===== src/rtl/nibble_cpu_pkg.sv =====
// Shared types and constants for the 4-bit CPU fetch path.
package nibble_cpu_pkg;

  localparam int ADDR_W_DEFAULT = 12;

  // Sequencer state codes; the numeric values are exported on the debug phase port.
  typedef enum logic [1:0] {
    ST_INIT   = 2'd0,
    ST_FETCH  = 2'd1,
    ST_DECODE = 2'd2,
    ST_HALTED = 2'd3
  } state_e;

  // Two-byte conditional/unconditional jump opcodes. Every other opcode is a 1-byte ALU instruction.
  localparam logic [3:0] OP_JC  = 4'b0000;
  localparam logic [3:0] OP_JNC = 4'b0001;
  localparam logic [3:0] OP_JZ  = 4'b1000;
  localparam logic [3:0] OP_JNZ = 4'b1001;
  localparam logic [3:0] OP_JMP = 4'b1100;

  // Jump target: the operand nibble is the high part, the second instruction byte the low part.
  function automatic logic [11:0] jump_target(input logic [3:0] hi, input logic [7:0] lo);
    return {hi, lo};
  endfunction

endpackage


===== src/rtl/fetch_sequencer_branch_cond.sv =====
// Opcode classifier: flags whether an opcode is a jump and whether its condition holds.
module branch_cond
  import nibble_cpu_pkg::*;
(
  input  logic [3:0] opcode_i,
  input  logic       c_i,
  input  logic       z_i,
  output logic       is_jump_o,
  output logic       taken_o
);

  // Decode the opcode against the current carry/zero flags.
  always_comb begin
    is_jump_o = 1'b1;
    taken_o   = 1'b0;
    unique case (opcode_i)
      OP_JC:   taken_o = c_i;
      OP_JNC:  taken_o = ~c_i;
      OP_JZ:   taken_o = z_i;
      OP_JNZ:  taken_o = ~z_i;
      OP_JMP:  taken_o = 1'b1;
      default: is_jump_o = 1'b0;
    endcase
  end

endmodule


===== src/rtl/fetch_sequencer.sv =====
// Fetch-path control FSM: sequences PC counter, program ROM and fetch register,
// resolves 2-byte jumps and issues one exec strobe per 1-byte instruction.
module fetch_sequencer
  import nibble_cpu_pkg::*;
#(
  parameter int                ADDR_W       = ADDR_W_DEFAULT,
  parameter logic [ADDR_W-1:0] RESET_VECTOR = '0
) (
  input  logic              clk,
  input  logic              reset,
  input  logic              run,
  input  logic              step,
  input  logic [3:0]        instr,
  input  logic [3:0]        oprnd,
  input  logic [7:0]        program_byte,
  input  logic              c_flag,
  input  logic              z_flag,
  output logic              pc_en,
  output logic              pc_load,
  output logic [ADDR_W-1:0] pc_load_addr,
  output logic              fetch_en,
  output logic              exec_en,
  output logic              branch_taken,
  output logic              halted,
  output logic [1:0]        phase
);

  state_e state_q, state_d;
  logic   step_q, step_d;   // current instruction was started by a single-step
  logic   is_jump, taken;

  branch_cond u_branch_cond (
    .opcode_i  (instr),
    .c_i       (c_flag),
    .z_i       (z_flag),
    .is_jump_o (is_jump),
    .taken_o   (taken)
  );

  // State register and step latch; synchronous reset has highest priority.
  // NOTE: sequential state uses non-blocking assignments so every flop samples pre-edge values.
  always_ff @(posedge clk) begin
    if (reset) begin
      state_q <= ST_INIT;
      step_q  <= 1'b0;
    end else begin
      state_q <= state_d;
      step_q  <= step_d;
    end
  end

  // Next-state logic: every instruction is FETCH then DECODE, and DECODE always completes.
  // NOTE: defaults assigned first so no path leaves a signal unassigned (no latch inferred).
  always_comb begin
    state_d = state_q;
    step_d  = step_q;
    unique case (state_q)
      ST_INIT:   begin
        state_d = run ? ST_FETCH : ST_HALTED;
        step_d  = 1'b0;
      end
      ST_FETCH:  state_d = ST_DECODE;
      ST_DECODE: begin
        state_d = (run && !step_q) ? ST_FETCH : ST_HALTED;
        step_d  = 1'b0;
      end
      ST_HALTED: begin
        if (run) begin
          state_d = ST_FETCH;
        end else if (step) begin
          state_d = ST_FETCH;
          step_d  = 1'b1;
        end
      end
    endcase
  end

  // Output decode from registered state and current inputs; reset silences every strobe.
  always_comb begin
    pc_en        = 1'b0;
    pc_load      = 1'b0;
    pc_load_addr = '0;
    fetch_en     = 1'b0;
    exec_en      = 1'b0;
    branch_taken = 1'b0;
    halted       = 1'b0;
    if (!reset) begin
      unique case (state_q)
        ST_INIT: begin
          pc_load      = 1'b1;
          pc_load_addr = RESET_VECTOR;
        end
        ST_FETCH: begin
          fetch_en = 1'b1;
          pc_en    = 1'b1;
        end
        ST_DECODE: begin
          if (!is_jump) begin
            exec_en = 1'b1;
          end else if (taken) begin
            // program_byte is the jump's second byte: PC already points past the opcode byte.
            pc_load      = 1'b1;
            pc_load_addr = ADDR_W'(jump_target(oprnd, program_byte));
            branch_taken = 1'b1;
          end else begin
            pc_en = 1'b1;   // skip the unused target byte
          end
        end
        ST_HALTED: halted = 1'b1;
      endcase
    end
  end

  // Debug phase reads INIT whenever reset is held, regardless of the registered state.
  assign phase = reset ? ST_INIT : state_q;

endmodule


===== config.mk =====
export PLATFORM = sky130hd
export DESIGN_NAME = fetch_sequencer
export DESIGN_NICKNAME = d
export VERILOG_FILES = /design/src/rtl/nibble_cpu_pkg.sv /design/src/rtl/fetch_sequencer_branch_cond.sv /design/src/rtl/fetch_sequencer.sv
export SDC_FILE = /design/constraint.sdc
export NUM_CORES = 1
export LEC_CHECK = 0
export BUFFER_PORTS_ARGS = -buffer_cell sky130_fd_sc_hd__buf_2
export CORE_MARGIN = 2
export CORE_UTILIZATION = 30
export CTS_BUF_LIST = sky130_fd_sc_hd__clkbuf_8
export DETAILED_ROUTE_END_ITERATION = 8
export HOLD_SLACK_MARGIN = 0.03
export PLACE_DENSITY_LB_ADDON = 0.05
export RECOVER_POWER = 50
export SYNTH_ARGS = -nofsm -noshare
export SYNTH_HDL_FRONTEND = slang
export SYNTH_HIERARCHICAL = 1
export SYNTH_SLANG_ARGS = --single-unit
export TNS_END_PERCENT = 50

===== constraint.sdc =====
create_clock -name clk -period 1.6 [get_ports clk]
set_input_delay 0.24 -clock clk [delete_from_list [all_inputs] [get_ports clk]]
set_output_delay 0.24 -clock clk [all_outputs]
set_load 0.01 [all_outputs]

==> results of run 1 <==
[cell families after synthesis]
kind of cell / count (synthesis)
buffers and inverters: 6
adder cells (fa/ha/maj): 7
AO/OA/AOI/OAI: 9
AND/OR/NAND/NOR: 33
flip-flops: 3
[power groups by stage]
stage | sequential (mW) | clock, mW | combinational, mW
finish | 0.0900 | 0.209 | 0.176
global route | 0.0914 | 0.220 | 0.201
CTS | 0.0900 | 0.214 | 0.175
detailed placement | 0.0908 | 0 | 0.170
global placement | 0.0911 | 0 | 0.168
floorplan | 0.0913 | 0 | 0.0948
[placed cells by master, fill, tap and decap left out, types with 2 or more instances in the layout]
master and instances:
buf_4 7, buf_6 3, clkbuf_1 2, buf_2 37, dfxtp_1 3, nand2b_1 2, and2_1 11, clkbuf_8 3
nor2_1 5, inv_1 5, nand2_1 3, ha_1 6, nor3b_1 3, nor2b_1 2
[flip-flops by register name (all words and copies together) (netlist names)]
signal	flops
state_q	2
step_q	1
[worst paths after layout]
kind | from | slack (ns) | endpoint
worst max-delay path | instr[3] | -0.17 | pc_load
worst min-delay path | reset | 0.38 | state_q[0]$_SDFFE_PP0P_
worst max register to register | state_q[0]$_SDFFE_PP0P_ | 0.22 | state_q[1]$_SDFFE_PP0P_
worst min register to register | step_q$_SDFFE_PP0P_ | 0.51 | step_q$_SDFFE_PP0P_
[timing repair]
item / 4_1_cts / 5_1_grt
hold endpoints to repair: 0 / 0
gates resized for setup: 3 / 4
buffers inserted: 1 / 0
pin swaps: 7 / 1
setup endpoints to repair: 15 / 16
[critical path: cells and delay by family]
kind,cells,cell delay [ns]
AND/OR/NAND/NOR,4,0.72
buffers and inverters,3,0.36
AO/OA/AOI/OAI,2,0.20
[per-layer routing]
layer,share of wire,track usage,vias up
met5,0,0,-
met3,0.067,0.0170,0
met4,0,0.0606,0
met1,0.42,0.171,233
li1,-,-,297
met2,0.51,0.258,18
[area by class of cell]
cell class                 count  share of cell area
tap                           16              0.0249
clock inverter                 1             0.00467
timing repair buffer          49               0.347
inverter                       4              0.0187
clock buffer                   3              0.0513
multi-input combinational     49               0.479
sequential                     3              0.0747
[through the flow]
stage	util	cell area (um2)	setup WS, ns
after floorplan	-	470	-0.00989
after global placement	0.493	726	-0.178
after detailed placement	0.493	726	-0.207
after CTS	0.540	795	-0.176
after global routing	0.547	805	-0.255
final	0.547	805	-0.171
==> results.txt, run 1 <==
Largest area contributor in the netlist -> ha_1
Mapped Cells -> 58
TritonCTS clock tree -> done
RSZ-0062 raised after global routing -> true
DRT Pass-1 Iters -> 3
Maximum vdd ir drop -> 0.455 mV
Remaining DRCs -> 0
CTS HTree Levels -> 1
Share of synthesized registers carrying an async set or reset -> 0
Hold Path Depth -> 2
Synth Area in Adders -> 0.191
Routability cong. -> 0.787
Area fraction of the dominant cell type after synthesis -> 0.191
Die Span Y -> 43.1 um
Outcome -> complete, but fails checks
Tmin final -> 1.77 ns
Vias -> 548
Initial core utilization -> 0.311
Simple-Gate Fraction of Synth Area -> 0.454
Leakage Power -> 0.450 nW
Most frequent cell after synthesis -> and2_1
Max Clock Skew -> 0.00165 ns
Fin. Hold Viols -> 0
Max Cap Viol -> 0
Top cell by count, worst path -> buf_6
Total GRT Usage -> 0.144
Total grt overflow -> 0
Core area -> 1470 um2
# clock sinks -> 3
Storage cell area -> 60.1 um2
Global-route wire length before repair -> 2080 um
Post-synth EDFFs -> 0
Worst-case clock buffer depth -> 2
Clock transition at the registers of the reported paths -> 0.03 ns
Slew Viols, Final -> 0
Final setup violation count -> 15
I/O pin cnt -> 42
Share of cells above drive strength 1 -> 0.541
Synthesized area per cell -> 7.90 um2
Final Cycle Share -> 1.11
Port bufs -> 41
Vias in the first global route -> 539
Crit path cell chain -> buf_6, nand2b_4, or3_1, a31oi_2, and4b_1, buf_6, nand2_1, o21ai_2, buf_2
Failing checks -> setup timing
Req. time, crit path -> 1.36 ns
CTS Buf Count -> 3
Startpoint Class -> input pin
Post-synth top cells -> 12 x and2_1, 7 x ha_1, 5 x nor2_1
Number of hold buffers added after cts -> 0
Area grow syn2layout -> 75.7%
Crit-path max cell delay -> 0.31 ns
Largest family of logic cells by synthesized area -> simple AND/OR/NAND/NOR gates
Post-synthesis register bit count -> 3
Combinational power share -> 0.370
Top_reg_cell synth -> dfxtp_1
Fmax -> 0.565 GHz
Non-Filler Instances -> 125
Worst-margin pin slew -> 0.255 ns
Fillers -> 148
Routed wire length -> 1230 um
Crit. End Element -> primary output
Area of the multi-input gates -> 385 um2
Distinct cells, synth -> 24
Xor and xnor area share after synthesis -> 0
Number of placed instances, taps included -> 120
Sw frac -> 0.289
Min setup slack post-route -> -0.171 ns
Mux contribution to synthesized area -> 0
Latest clock arrival within the worst-skew pair -> 0.21 ns
Crit path DAT -> 1.53 ns
Internal power -> 337 uW
Drt wl/cell -> 9.86 um
Switch Pwr -> 137 uW
Root Driver -> clkbuf_8
Area contributors post-synth -> ha_1 19%, and2_1 16%, dfxtp_1 13%, nor3b_1 4.9%, nor2_1 4.1%
Slew margin rel. -> 0.829
CP max stage cell -> or3_1
Clock power share -> 0.440
Critical path peak fanout -> 14
Final Power -> 475 uW
Seq pwr share -> 0.190
DR vias/cell -> 4.38
Syn_nets -> 87
Synthesized area -> 458 um2
Setup Total Neg Slack -> -2.21 ns
Hold Slack -> 0.379 ns
Die area -> 1860 um2
N_diodes -> 0
Initial antenna violation count -> 0
Yosys warnings -> 6
Nets -> 139
Drt initial violations -> 4
Seq/Total Area, Yosys -> 0.131
Maximum number of pins on one net before global-route repair -> 15
Row count -> 14
Power Density -> 590 nW/um2
Compound-Gate Fraction of Synth Area -> 0.156
Worst R2R Path Depth -> 4
Worst min-delay path category -> in -> reg
WS Path Type -> in -> out
Die Wd -> 43.1 um
Routed Antenna Nets -> 0
Power figures use the tool's default switching activity.
==> run 2, diff against run 1 <==
--- a/config.mk
+++ b/config.mk
@@ -11,8 +11,9 @@
 export CTS_BUF_LIST = sky130_fd_sc_hd__clkbuf_8
 export DETAILED_ROUTE_END_ITERATION = 8
 export HOLD_SLACK_MARGIN = 0.03
-export PLACE_DENSITY_LB_ADDON = 0.05
+export PLACE_DENSITY = 0.7
 export RECOVER_POWER = 50
+export SETUP_SLACK_MARGIN = 0.15
 export SYNTH_ARGS = -nofsm -noshare
 export SYNTH_HDL_FRONTEND = slang
 export SYNTH_HIERARCHICAL = 1
==> results.txt, run 2 (synthesis results as in run 1) <==
Area grow syn2layout -> 97.0%
Buf+Inv Stages, Crit Path -> 3 (unchanged)
Remaining DRCs -> 0 (unchanged)
Final setup violation count -> 15 (unchanged)
Post-DP HPWL -> 973 um
Power Density -> 530 nW/um2 (-10%)
Final Cycle Share -> 1.14 (+0.0294)
Crit path DAT -> 1.58 ns (+0.05 ns)
Total grt overflow -> 0 (unchanged)
Row count -> 14 (unchanged)
Slew margin rel. -> 0.835 (+0.00608)
Startpoint Class -> input pin
Die Span Y -> 43.1 um (unchanged)
Req. time, crit path -> 1.36 ns (about the same)
Most frequent cells in the layout -> 27 x buf_2, 14 x buf_6, 11 x and2_4
TritonCTS clock tree -> done
Worst-case clock buffer depth -> 2 (unchanged)
Total GRT Usage -> 0.154 (+0.00968)
Fmax -> 0.550 GHz (-2.6%)
Max reg flops -> 2 (unchanged)
Die area -> 1860 um2 (unchanged)
CTS HTree Levels -> 1 (unchanged)
Biggest register -> state_q
Crit-path max cell delay -> 0.30 ns (about the same)
Drt wl/cell -> 10.6 um (+7.3%)
CTS Buf Count -> 3 (unchanged)
Failing checks -> setup timing
Tmin final -> 1.82 ns (+0.0471 ns)
Worst min-delay path category -> in -> reg
Crit path cell chain -> buf_6, nand2b_4, or3_1, a31oi_1, and4b_2, buf_6, nand2_1, o21ai_2, buf_2
Global-route wire length before repair -> 2200 um (+5.7%)
Max Clock Skew -> 0.000530 ns (-0.00112 ns)
Worst-margin pin slew -> 0.246 ns (-0.00906 ns)
Final core utilization -> 0.613 (+0.0663)
Root Driver -> clkbuf_8
Leakage Power -> 0.480 nW (+6.7%)
Fin. Hold Viols -> 0 (unchanged)
# clock sinks -> 3 (unchanged)
Vias in the first global route -> 538 (-0.19%)
Latest clock arrival within the worst-skew pair -> 0.21 ns (about the same)
Clock transition at the registers of the reported paths -> 0.03 ns (about the same)
Nets -> 140 (+0.72%)
Die Wd -> 43.1 um (unchanged)
RSZ-0062 raised after global routing -> true
Setup Total Neg Slack -> -2.71 ns (-0.500 ns)
Max Cap Viol -> 0 (unchanged)
Initial core utilization -> 0.311 (unchanged)
Hold Slack -> 0.365 ns (-0.0143 ns)
DRT Pass-1 Iters -> 1 (-2)
Maximum number of pins on one net before global-route repair -> 13 (-2)
Routability cong. -> 0.800 (+1.7%)
Share of cells above drive strength 1 -> 0.636 (+0.0951)
Slew Viols, Final -> 0 (unchanged)
Largest regs -> state_q: 2 flops, step_q: 1 flops
WS Path Type -> in -> out
Initial antenna violation count -> 0 (unchanged)
Outcome -> complete, but fails checks
Port bufs -> 41 (unchanged)
DR vias/cell -> 4.67 (+6.6%)
Min setup slack post-route -> -0.218 ns (-0.0471 ns)
Top cell by count, worst path -> buf_6
Cell family with most CP delay -> simple AND/OR/NAND/NOR gates
Fillers -> 132 (-11%)
Routed wire length -> 1330 um (+8.1%)
I/O pin cnt -> 42 (unchanged)
Number of hold buffers added after cts -> 0 (unchanged)
Routed Antenna Nets -> 0 (unchanged)
Maximum vdd ir drop -> 0.452 mV (-0.70%)
Vias -> 589 (+7.5%)
CP max stage cell -> or3_1
Crit. End Element -> primary output
N_diodes -> 0 (unchanged)
Critical path peak fanout -> 7 (-7)
Core area -> 1470 um2 (unchanged)
Drt initial violations -> 0 (-4)
Most common cell after layout, fill and taps aside -> buf_2
[run 2: final cells by class]
cell class	instances	area [um2]	share of cell area
clock buffers	3	41.3	0.0458
clock inverters	1	3.75	0.00416
inverters	4	15.0	0.0166
multi-input cells	49	409	0.454
flip-flops and latches	3	60.1	0.0666
well taps	16	20.0	0.0222
repair buffers	50	353	0.391
[run 2: report_power, final]
part	leakage [nW]	switching, mW	internal (mW)
clock	0.0269	0.0467	0.163
combinational	0.428	0.0853	0.0933
sequential	0.0248	0.00625	0.0835
[run 2: worst paths after layout]
path	from	end	slack (ns)	cells past startpoint
max reg2reg	state_q[0]$_SDFFE_PP0P_	state_q[0]$_SDFFE_PP0P_	0.24	5
max	instr[3]	pc_load	-0.22	9
min reg2reg	step_q$_SDFFE_PP0P_	step_q$_SDFFE_PP0P_	0.49	2
min	reset	state_q[0]$_SDFFE_PP0P_	0.36	2
[run 2: timing repair]
action,CTS,global route
pin swaps,5,9
endpoints found under the setup margin,16,17
setup buffers,3,0
gates resized for setup,13,8
gates cloned,1,0
[run 2: per-stage QoR]
| step | setup slack, ns | power (mW) | std cells | area [um2] |
|---|---|---|---|---|
| after floorplan | -0.00314 | 0.187 | 58 | 488 |
| after global placement | -0.197 | 0.255 | 118 | 728 |
| after detailed placement | -0.246 | 0.257 | 118 | 728 |
| after CTS | -0.220 | 0.485 | 126 | 870 |
| after global routing | -0.318 | 0.516 | 126 | 902 |
| final | -0.218 | 0.478 | 126 | 902 |
[run 2: routing by layer]
layer,track usage,vias to the layer above,share of wire
li1,-,299,-
met1,0.166,255,0.39
met2,0.270,33,0.47
met3,0.0468,2,0.12
met4,0.0727,0,0.011
met5,0,-,0
